$ cat config.mk
export PLATFORM = sky130hd
export DESIGN_NAME = simd_decode_queue_flat
export DESIGN_NICKNAME = d
export VERILOG_FILES = /design/src/rtl/simd_decode_queue_if.sv /design/src/rtl/simd_decode_queue.sv /design/src/flat_wrapper.sv
export SDC_FILE = /design/constraint.sdc
export NUM_CORES = 1
export LEC_CHECK = 0
export ABC_AREA = 1
export CORE_MARGIN = 2
export CORE_UTILIZATION = 54
export DETAILED_ROUTE_END_ITERATION = 8
export GPL_TIMING_DRIVEN = 0
export PLACE_DENSITY = 0.8
export SYNTH_ARGS = -nofsm -noshare
export SYNTH_HDL_FRONTEND = slang
export SYNTH_SLANG_ARGS = --single-unit
$ cat constraint.sdc
create_clock -name clk -period 1.8 [get_ports clk]
set_clock_uncertainty 0.15 [all_clocks]
set_input_delay 0.18 -clock clk [delete_from_list [all_inputs] [get_ports clk]]
set_output_delay 0.18 -clock clk [all_outputs]
set_load 0.05 [all_outputs]
$ cat src/rtl/simd_decode_queue_if.sv
// +------------------------------------------------------------------+
// | simd_decode_queue_if                                             |
// | Producer/consumer bundle for the decoded-instruction queue.      |
// | Rev 1.0 - initial release                                        |
// +------------------------------------------------------------------+
`default_nettype none
`timescale 1ns/1ps

interface simd_decode_queue_if #(
    parameter int DEPTH  = 4,
    parameter int ADDR_W = 9
);
    localparam int c_cnt_w = $clog2(DEPTH) + 1;

    logic               flush;
    logic               in_valid;
    logic               in_ready;
    logic [31:0]        instruction;
    logic               out_valid;
    logic               out_ready;
    logic [3:0]         type_instruction;
    logic [4:0]         regnum_1;
    logic [4:0]         regnum_2;
    logic [4:0]         dest_reg;
    logic [5:0]         shammt;
    logic [ADDR_W-1:0]  address;
    logic [11:0]        immediate;
    logic               illegal;
    logic [c_cnt_w-1:0] count;

    modport master (
        output flush, in_valid, instruction, out_ready,
        input  in_ready, out_valid, type_instruction, regnum_1, regnum_2,
               dest_reg, shammt, address, immediate, illegal, count
    );

    modport slave (
        input  flush, in_valid, instruction, out_ready,
        output in_ready, out_valid, type_instruction, regnum_1, regnum_2,
               dest_reg, shammt, address, immediate, illegal, count
    );
endinterface

`default_nettype wire

$ cat src/rtl/simd_decode_queue.sv
// +------------------------------------------------------------------+
// | simd_decode_queue                                                |
// | Decodes instructions on accept and queues the decoded fields in  |
// | a circular buffer. Optional immediate decode: SIMD_DECODE_IMM_EN |
// | Rev 1.0 - initial release                                        |
// +------------------------------------------------------------------+
`default_nettype none
`timescale 1ns/1ps

module simd_decode_queue #(
    parameter int DEPTH  = 4,
    parameter int ADDR_W = 9
) (
    input  wire logic         clk,
    input  wire logic         rst_n,
    simd_decode_queue_if.slave q
);
    localparam int c_ptr_w = $clog2(DEPTH);
    localparam int c_cnt_w = c_ptr_w + 1;
    localparam logic [c_cnt_w-1:0] c_depth = c_cnt_w'(DEPTH);

    localparam logic [3:0] c_type_add  = 4'b0000;
    localparam logic [3:0] c_type_sub  = 4'b0001;
    localparam logic [3:0] c_type_mul  = 4'b0010;
    localparam logic [3:0] c_type_udiv = 4'b0011;
    localparam logic [3:0] c_type_fadd = 4'b0100;
    localparam logic [3:0] c_type_fsub = 4'b0101;
    localparam logic [3:0] c_type_load = 4'b0110;
    localparam logic [3:0] c_type_ret  = 4'b0111;
`ifdef SIMD_DECODE_IMM_EN
    localparam logic [3:0] c_type_addi = 4'b1000;
    localparam logic [3:0] c_type_subi = 4'b1001;
`endif
    localparam logic [3:0] c_type_ill  = 4'b1111;

    logic [c_ptr_w-1:0] r_wr_ptr;
    logic [c_ptr_w-1:0] r_rd_ptr;
    logic [c_cnt_w-1:0] r_count;

    logic [3:0]        r_type_mem    [DEPTH];
    logic              r_illegal_mem [DEPTH];
    logic [4:0]        r_rn1_mem     [DEPTH];
    logic [4:0]        r_rn2_mem     [DEPTH];
    logic [4:0]        r_dest_mem    [DEPTH];
    logic [5:0]        r_sh_mem      [DEPTH];
    logic [ADDR_W-1:0] r_addr_mem    [DEPTH];
`ifdef SIMD_DECODE_IMM_EN
    logic [11:0]       r_imm_mem     [DEPTH];
`endif

    logic [3:0]         w_type;
    logic               w_illegal;
    logic               w_in_ready;
    logic               w_push;
    logic               w_pop;
    logic [c_ptr_w-1:0] w_rd_idx;

    always_comb begin
        w_type = c_type_ill;
        unique case (q.instruction[31:21])
            11'b10001011000: w_type = c_type_add;
            11'b11001011000: w_type = c_type_sub;
            11'b10011011000: w_type = c_type_mul;
            11'b10011010110: w_type = c_type_udiv;
            11'b11010110010: w_type = c_type_ret;
            11'b10101010101: w_type = c_type_load;
            11'b00011110011: begin
                if (q.instruction[15:10] == 6'b001010) begin
                    w_type = c_type_fadd;
                end else if (q.instruction[15:10] == 6'b001110) begin
                    w_type = c_type_fsub;
                end
            end
            default: begin
`ifdef SIMD_DECODE_IMM_EN
                // Immediate forms use a 10-bit opcode; bit 21 is immediate data
                if (q.instruction[31:22] == 10'b1001000100) begin
                    w_type = c_type_addi;
                end else if (q.instruction[31:22] == 10'b1101000100) begin
                    w_type = c_type_subi;
                end
`endif
            end
        endcase
        w_illegal = (w_type == c_type_ill);
    end

    assign w_in_ready = (r_count < c_depth);
    assign w_push     = q.in_valid && w_in_ready;
    assign w_pop      = (r_count != '0) && q.out_ready;

    always_ff @(posedge clk or negedge rst_n) begin
        if (!rst_n) begin
            r_wr_ptr <= '0;
            r_rd_ptr <= '0;
            r_count  <= '0;
        end else if (q.flush) begin
            r_wr_ptr <= '0;
            r_rd_ptr <= '0;
            r_count  <= '0;
        end else begin
            if (w_push) begin
                r_wr_ptr <= r_wr_ptr + c_ptr_w'(1);
            end
            if (w_pop) begin
                r_rd_ptr <= r_rd_ptr + c_ptr_w'(1);
            end
            if (w_push && !w_pop) begin
                r_count <= r_count + c_cnt_w'(1);
            end else if (w_pop && !w_push) begin
                r_count <= r_count - c_cnt_w'(1);
            end
        end
    end

    always_ff @(posedge clk or negedge rst_n) begin
        if (!rst_n) begin
            for (int i = 0; i < DEPTH; i++) begin
                r_type_mem[i]    <= '0;
                r_illegal_mem[i] <= 1'b0;
                r_rn1_mem[i]     <= '0;
                r_rn2_mem[i]     <= '0;
                r_dest_mem[i]    <= '0;
                r_sh_mem[i]      <= '0;
                r_addr_mem[i]    <= '0;
`ifdef SIMD_DECODE_IMM_EN
                r_imm_mem[i]     <= '0;
`endif
            end
        end else if (w_push && !q.flush) begin
            r_type_mem[r_wr_ptr]    <= w_type;
            r_illegal_mem[r_wr_ptr] <= w_illegal;
            r_rn1_mem[r_wr_ptr]     <= q.instruction[9:5];
            r_rn2_mem[r_wr_ptr]     <= q.instruction[20:16];
            r_dest_mem[r_wr_ptr]    <= q.instruction[4:0];
            r_sh_mem[r_wr_ptr]      <= q.instruction[15:10];
            r_addr_mem[r_wr_ptr]    <= q.instruction[12 +: ADDR_W];
`ifdef SIMD_DECODE_IMM_EN
            r_imm_mem[r_wr_ptr]     <= q.instruction[21:10];
`endif
        end
    end

    // When empty, point at the most recently removed slot so fields hold
    assign w_rd_idx = (r_count == '0) ? (r_rd_ptr - c_ptr_w'(1)) : r_rd_ptr;

    assign q.in_ready         = w_in_ready;
    assign q.out_valid        = (r_count != '0);
    assign q.count            = r_count;
    assign q.type_instruction = r_type_mem[w_rd_idx];
    assign q.illegal          = r_illegal_mem[w_rd_idx];
    assign q.regnum_1         = r_rn1_mem[w_rd_idx];
    assign q.regnum_2         = r_rn2_mem[w_rd_idx];
    assign q.dest_reg         = r_dest_mem[w_rd_idx];
    assign q.shammt           = r_sh_mem[w_rd_idx];
    assign q.address          = r_addr_mem[w_rd_idx];
`ifdef SIMD_DECODE_IMM_EN
    assign q.immediate        = r_imm_mem[w_rd_idx];
`else
    assign q.immediate        = 12'h000;
`endif

endmodule

`default_nettype wire

$ cat src/flat_wrapper.sv
// flat-port wrapper written by rule: the top's interface ports become plain ports
module simd_decode_queue_flat 
#(
    parameter int DEPTH  = 4,
    parameter int ADDR_W = 9
)
  (clk, rst_n, q_flush, q_in_valid, q_instruction, q_out_ready, q_in_ready, q_out_valid, q_type_instruction, q_regnum_1, q_regnum_2, q_dest_reg, q_shammt, q_address, q_immediate, q_illegal, q_count);
  simd_decode_queue_if #(.DEPTH(DEPTH), .ADDR_W(ADDR_W)) q_i ();
  input  wire logic clk;
  input  wire logic rst_n;
  input wire logic [$bits(q_i.flush)-1:0] q_flush;
  input wire logic [$bits(q_i.in_valid)-1:0] q_in_valid;
  input wire logic [$bits(q_i.instruction)-1:0] q_instruction;
  input wire logic [$bits(q_i.out_ready)-1:0] q_out_ready;
  output wire logic [$bits(q_i.in_ready)-1:0] q_in_ready;
  output wire logic [$bits(q_i.out_valid)-1:0] q_out_valid;
  output wire logic [$bits(q_i.type_instruction)-1:0] q_type_instruction;
  output wire logic [$bits(q_i.regnum_1)-1:0] q_regnum_1;
  output wire logic [$bits(q_i.regnum_2)-1:0] q_regnum_2;
  output wire logic [$bits(q_i.dest_reg)-1:0] q_dest_reg;
  output wire logic [$bits(q_i.shammt)-1:0] q_shammt;
  output wire logic [$bits(q_i.address)-1:0] q_address;
  output wire logic [$bits(q_i.immediate)-1:0] q_immediate;
  output wire logic [$bits(q_i.illegal)-1:0] q_illegal;
  output wire logic [$bits(q_i.count)-1:0] q_count;
  assign q_i.flush = q_flush;
  assign q_i.in_valid = q_in_valid;
  assign q_i.instruction = q_instruction;
  assign q_i.out_ready = q_out_ready;
  assign q_in_ready = q_i.in_ready;
  assign q_out_valid = q_i.out_valid;
  assign q_type_instruction = q_i.type_instruction;
  assign q_regnum_1 = q_i.regnum_1;
  assign q_regnum_2 = q_i.regnum_2;
  assign q_dest_reg = q_i.dest_reg;
  assign q_shammt = q_i.shammt;
  assign q_address = q_i.address;
  assign q_immediate = q_i.immediate;
  assign q_illegal = q_i.illegal;
  assign q_count = q_i.count;
  simd_decode_queue #(.DEPTH(DEPTH), .ADDR_W(ADDR_W)) u_core (.clk(clk), .rst_n(rst_n), .q(q_i));
endmodule
Word level (Yosys, flattened, before mapping)
Cells that the tools add are included.
{"block": "classes", "addsub": 5, "mul": 0, "n_div": 0, "n_lt_le_gt_ge": 4, "n_eq_ne": 10, "n_shift": 0, "mux": 49, "bitwise": 2, "n_reduce_logical": 14}
{"cell": "11-bit equality test (second input constant)", "count": 6}
{"cell": "20-bit bitwise mux", "count": 3}
{"cell": "36-bit bitwise mux", "count": 1}
{"cell": "5-bit two-way mux", "count": 7}
{"cell": "5-bit binary-select mux with 2-bit select", "count": 3}
{"cell": "4-bit case mux with 7 select lines", "count": 1}
{"cell": "9-bit two-way mux", "count": 3}
{"cell": "24-bit bitwise mux", "count": 1}
{"cell": "4-bit two-way mux", "count": 5}
{"cell": "9-bit binary-select mux with 2-bit select", "count": 1}
{"cell": "9-bit demux with 2-bit select", "count": 1}
{"cell": "6-bit two-way mux", "count": 3}
{"cell": "16-bit bitwise mux", "count": 1}
{"cell": "6-bit binary-select mux with 2-bit select", "count": 1}
{"cell": "6-bit demux with 2-bit select", "count": 1}
{"cell": "6-bit by 4-bit equality test with 1-bit output (second input constant)", "count": 2}
{"cell": "11-bit by 8-bit equality test with 1-bit output (second input constant)", "count": 1}
{"cell": "5-bit demux with 2-bit select", "count": 1}
{"cell": "2-bit two-way mux", "count": 5}
{"cell": "3-bit two-way mux", "count": 3}
{"cell": "4-bit binary-select mux with 2-bit select", "count": 1}
{"cell": "4-bit demux with 2-bit select", "count": 1}
{"cell": "3-bit >= comparator (second input constant)", "count": 2}
{"cell": "1-bit logical AND", "count": 6}
{"cell": "other kinds (16)", "count": 24}
{"block": "word_totals", "reg_bits": 147, "latch_bits": 0, "ramBits": 0, "rom_bits": 0, "input_bits": 37, "out_inout_bits": 52, "mem_count": 0}

Longest topological paths before layout
{"block": "logic_depth", "ltp_word": 7, "depth_mapped": 10}

Least setup slack after synthesis
OpenSTA, ideal clock, no wires.
{"block": "synth_path", "kind": "reg-to-output", "start": "reg u_core.r_count[2], in the netlist u_core.q.count[2]", "end": "out q_shammt[2]", "arrival_ps": 2821, "required_ps": 1470, "slack_ps": -1351, "path_stages_with_launch": 10, "path_buffers": 2, "path_cell_list": "dfrtp_1 -> inv_2 -> nand3_4 -> nand2_1 -> nand2_4 -> inv_2 -> buf_2 -> o21ai_0 -> o21ai_1 -> buf_4"}
{"block": "synth_between", "elab_chain_cells": 6}
{"element": "start, declared", "line_no": "simd_decode_queue.sv:38", "text": "logic [c_cnt_w-1:0] r_count;"}
{"element": "start signal, assigned", "line_no": "simd_decode_queue.sv:109", "text": "r_count <= r_count + c_cnt_w'(1);"}
{"element": "start signal, assigned", "line_no": "simd_decode_queue.sv:111", "text": "r_count <= r_count - c_cnt_w'(1);"}
{"element": "3-bit logical NOT", "line_no": "simd_decode_queue.sv:145", "text": "assign w_rd_idx = (r_count == '0) ? (r_rd_ptr - c_ptr_w'(1)) : r_rd_ptr;"}
{"element": "2-bit two-way mux", "line_no": "simd_decode_queue.sv:145"}
{"element": "2-bit inverter with 3-bit output (implied by the code)", "line_no": "simd_decode_queue.sv:155", "text": "assign q.shammt = r_sh_mem[w_rd_idx];"}
{"element": "6-bit binary-select mux with 2-bit select", "line_no": "simd_decode_queue.sv:155"}
{"element": "6-bit two-way mux (implied by the code) (2 in a row)", "line_no": "simd_decode_queue.sv:155"}
{"element": "end, declared", "line_no": "flat_wrapper.sv:21", "text": "output wire logic [$bits(q_i.shammt)-1:0] q_shammt;"}
No other way between the ends. The select of a mux whose other input is x is not followed.

Worst setup path after layout
{"block": "layout_path", "start": "reg u_core.r_count[2], in the netlist u_core.q.count[2]", "end": "out q_regnum_1[3]"}
{"block": "layout_between", "elab_chain_cells": 6}
{"element": "3-bit logical NOT", "line_no": "simd_decode_queue.sv:145"}
{"element": "2-bit two-way mux", "line_no": "simd_decode_queue.sv:145"}
{"element": "2-bit inverter with 3-bit output (implied by the code)", "line_no": "simd_decode_queue.sv:152", "text": "assign q.regnum_1 = r_rn1_mem[w_rd_idx];"}
{"element": "5-bit binary-select mux with 2-bit select", "line_no": "simd_decode_queue.sv:152"}
{"element": "5-bit two-way mux (implied by the code) (2 in a row)", "line_no": "simd_decode_queue.sv:152"}
{"element": "end, declared", "line_no": "flat_wrapper.sv:18", "text": "output wire logic [$bits(q_i.regnum_1)-1:0] q_regnum_1;"}
No other way between the ends. The select of a mux whose other input is x is not followed.

==> flow_summary.ini <==
[critical_path]
timing.critical_path.slowest_cell_delay_ps = 410
kind_of_start_point_of_the_critical_path = flop
worst_path_max_delay_cell = sky130_fd_sc_hd__dfrtp_2
cp_top_family = simple AND/OR/NAND/NOR gates
worst-r2r-setup-slack_ps = -80
worst_ep_arrival_time_ps = 2230
cell_depth_of_the_worst_flop_to_flop_path = 8
timing.critical_path.to_type = output port
crit_cells = 11
critPathRequiredTime_ps = 1470
crit_buf_inv = 5
critical_path_peak_fanout = 5
ordered_list_of_cells_on_the_worst_path = clkinv_4 -> nand3_4 -> inv_2 -> nand2_4 -> buf_4 -> nand2_4 -> buf_6 -> or2_2 -> o211ai_1 -> o21ai_4 -> buf_6
critical_path_class = reg2out

[final_layout]
finalNetCount = 877
layout-drive-gt1-share_pct = 25.7
leading_cell_type_in_the_layout_fill_and_taps_excluded = sky130_fd_sc_hd__nand2_1
most-common-layout-cells = sky130_fd_sc_hd__nand2_1 (168), sky130_fd_sc_hd__dfrtp_1 (108), sky130_fd_sc_hd__o21ai_0 (79)
antennaDiodeCount = 0
area_growth_syn_to_layout_pct = 39.4

[routing]
dr.first_iter.drc_count = 482
drtPass1Iterations = 5
post_drt_wl_per_cell_um = 17.7
ant_nets = 0
num_vias = 5563
avgViaCountPerCell = 5.71
totalWireLength_um = 17300
drc = 0

[global_route]
grt_first_pass_wirelength_um = 26900
via_count_of_the_first_global_routing_pass = 5385
grt_overflow = 0
largest_net_degree_at_the_start_of_global_routing = 71
antenna_found_initial = 0
grtUsageTotal_pct = 30.9

[job]
cap_viol_max_count = 0

[timing]
post-route-min-period_ps = 2560
totalNegativeSetupSlack_ps = -21720
final.setup.worst_slack_ps = -759
final.period_utilization_pct = 142
slew_violations = 0
timing.fmax_ghz = 0.391
setup_viol_count_final = 38
grt_setup_unrepaired = yes
timing.hold.ws_ps = 168
hold_viol_final = 0
max_slew.worst_pin.slew_ps = 574
max-slew-margin-rel_pct = 61.7

[clock_tree]
clkSlewWorstSetupHoldPaths_ps = 100
cts.htree.levels = 3
clock_tree_from_tritoncts = yes
tritoncts_num_sinks = 111
cts_buffers = 9
clock-root-buffer = sky130_fd_sc_hd__clkbuf_8
cts_max_path_buffers = 2
insertion_delay_ps = 380

[placement]
finalWeightedCongestion = 0.922
buffer_ports.inserted = 76
post-dp-hpwl_um = 11000

[synthesis]
yosys_register_bits = 111
ys_warn_count = 0
synth_sequential_area_ratio_pct = 49.1
post_synth_instance_area_um2 = 5650
post_synth.cell_area_avg_um2 = 7.97
yosysUniqueCellTypes = 29
synth_cells = 709

[hold_path]
worstHoldPathType = in2async

[floorplanning]
chipHeight_um = 106
die_width_um = 106
coreArea_um2 = 10200
fp.dieArea_um2 = 11300
num_io_pins = 89
start_util_pct = 55.3
std_cell_rows = 37

[run_status]
status = finished, violations left
violations = setup timing
[stage by stage]
step           std cells  worst slack [ps]  utilization [%]  cell area (um^2)
2_1_floorplan        720              -583                -              6120
3_3_place_gp         932             -4140             68.9              7050
3_5_place_dp         933             -1090             69.1              7070
4_1_cts              967              -678             75.0              7670
5_1_grt              975              -814             77.0              7880
6_report             975              -759             77.0              7880
[repair_timing]
| item | CTS | global route |
|---|---|---|
| gates cloned | 2 | 0 |
| buffers inserted | 16 | 8 |
| gates resized for setup | 332 | 53 |
| endpoints found under the hold margin | 41 | 0 |
| pin swaps | 25 | 17 |
| setup endpoints to repair | 129 | 130 |
| hold buffers | 1 | 0 |
[path summary, 6_finish.rpt]
| check | from | endpoint |
|---|---|---|
| worst min-delay path | rst_n | u_core.r_addr_mem[24] |
| worst max-delay path | u_core.q.count[2] | q_regnum_1[3] |
| max in group asynchronous | rst_n | u_core.q.count[2] |
| worst min register to register | u_core.r_type_mem[10] | u_core.r_type_mem[10] |
| worst max register to register | u_core.q.count[0] | u_core.q.count[1] |
| min in group clk | q_flush | u_core.r_rd_ptr[1] |
[Yosys cell counts]
master,n,area (um^2)
sky130_fd_sc_hd__conb_1,1,3.75
sky130_fd_sc_hd__nand4_1,3,18.8
sky130_fd_sc_hd__o211ai_1,26,195
sky130_fd_sc_hd__o21ai_1,28,140
sky130_fd_sc_hd__buf_2,18,90.1
sky130_fd_sc_hd__or2_2,10,62.6
sky130_fd_sc_hd__nand3_4,1,17.5
sky130_fd_sc_hd__o21ai_4,1,16.3
sky130_fd_sc_hd__nand2_2,5,31.3
sky130_fd_sc_hd__ha_1,4,50.1
sky130_fd_sc_hd__nor3_1,1,5.00
sky130_fd_sc_hd__inv_1,57,214
sky130_fd_sc_hd__dfrtp_1,111,2780
sky130_fd_sc_hd__buf_6,2,22.5
sky130_fd_sc_hd__nand2_4,1,11.3
sky130_fd_sc_hd__nor2_2,2,12.5
sky130_fd_sc_hd__a22o_1,1,8.76
sky130_fd_sc_hd__xnor2_1,2,17.5
sky130_fd_sc_hd__o21ai_0,111,556
sky130_fd_sc_hd__clkbuf_1,11,41.3
sky130_fd_sc_hd__inv_2,8,30.0
sky130_fd_sc_hd__nand3_1,28,140
sky130_fd_sc_hd__fa_1,1,20.0
sky130_fd_sc_hd__o22ai_1,2,12.5
sky130_fd_sc_hd__buf_4,21,158
sky130_fd_sc_hd__nand2_1,174,653
sky130_fd_sc_hd__or2_1,20,125
sky130_fd_sc_hd__a21oi_1,1,5.00
sky130_fd_sc_hd__nor2_1,58,218
[registers in the layout, indices dropped and copies added, names as in the netlist]
name	flops
u_core.r_addr_mem	34
u_core.r_dest_mem	20
u_core.r_rn1_mem	20
u_core.r_type_mem	16
u_core.r_sh_mem	8
u_core.r_illegal_mem	4
u_core.q.count	3
u_core.r_rd_ptr	2
u_core.r_rn2_mem	2
u_core.r_wr_ptr	2
[per-layer routing]
metal  track usage [%]  up-vias  wire, um
met5                 0        -         0
met4              13.3        0       555
met3              5.09       54      1230
met2              53.8      291      8670
met1              38.1     2701      6840
li1                  -     2517         -
[cell families after synthesis]
group	Yosys count	share of synthesized area, %
AOI/OAI and AO/OA	170	16.5
xor gates and xnor gates	2	0.310
adders and majority gates	5	1.24
buffers and inverters	117	9.83
DFF	111	49.1
other	1	0.0663
and+or+nand+nor	303	22.9
[final cells by class]
type,count,area (um^2)
multi-input cells,493,2820
repair buffers,103,1080
well taps,136,170
inverters,65,273
clock buffers,10,138
clock inverters,5,35.0
plain buffers,52,579
flip-flops and latches,111,2780
fillers,663,2350
Power is not shown: default switching activity piles up to over one toggle a cycle in this logic, so the estimate is an artifact.
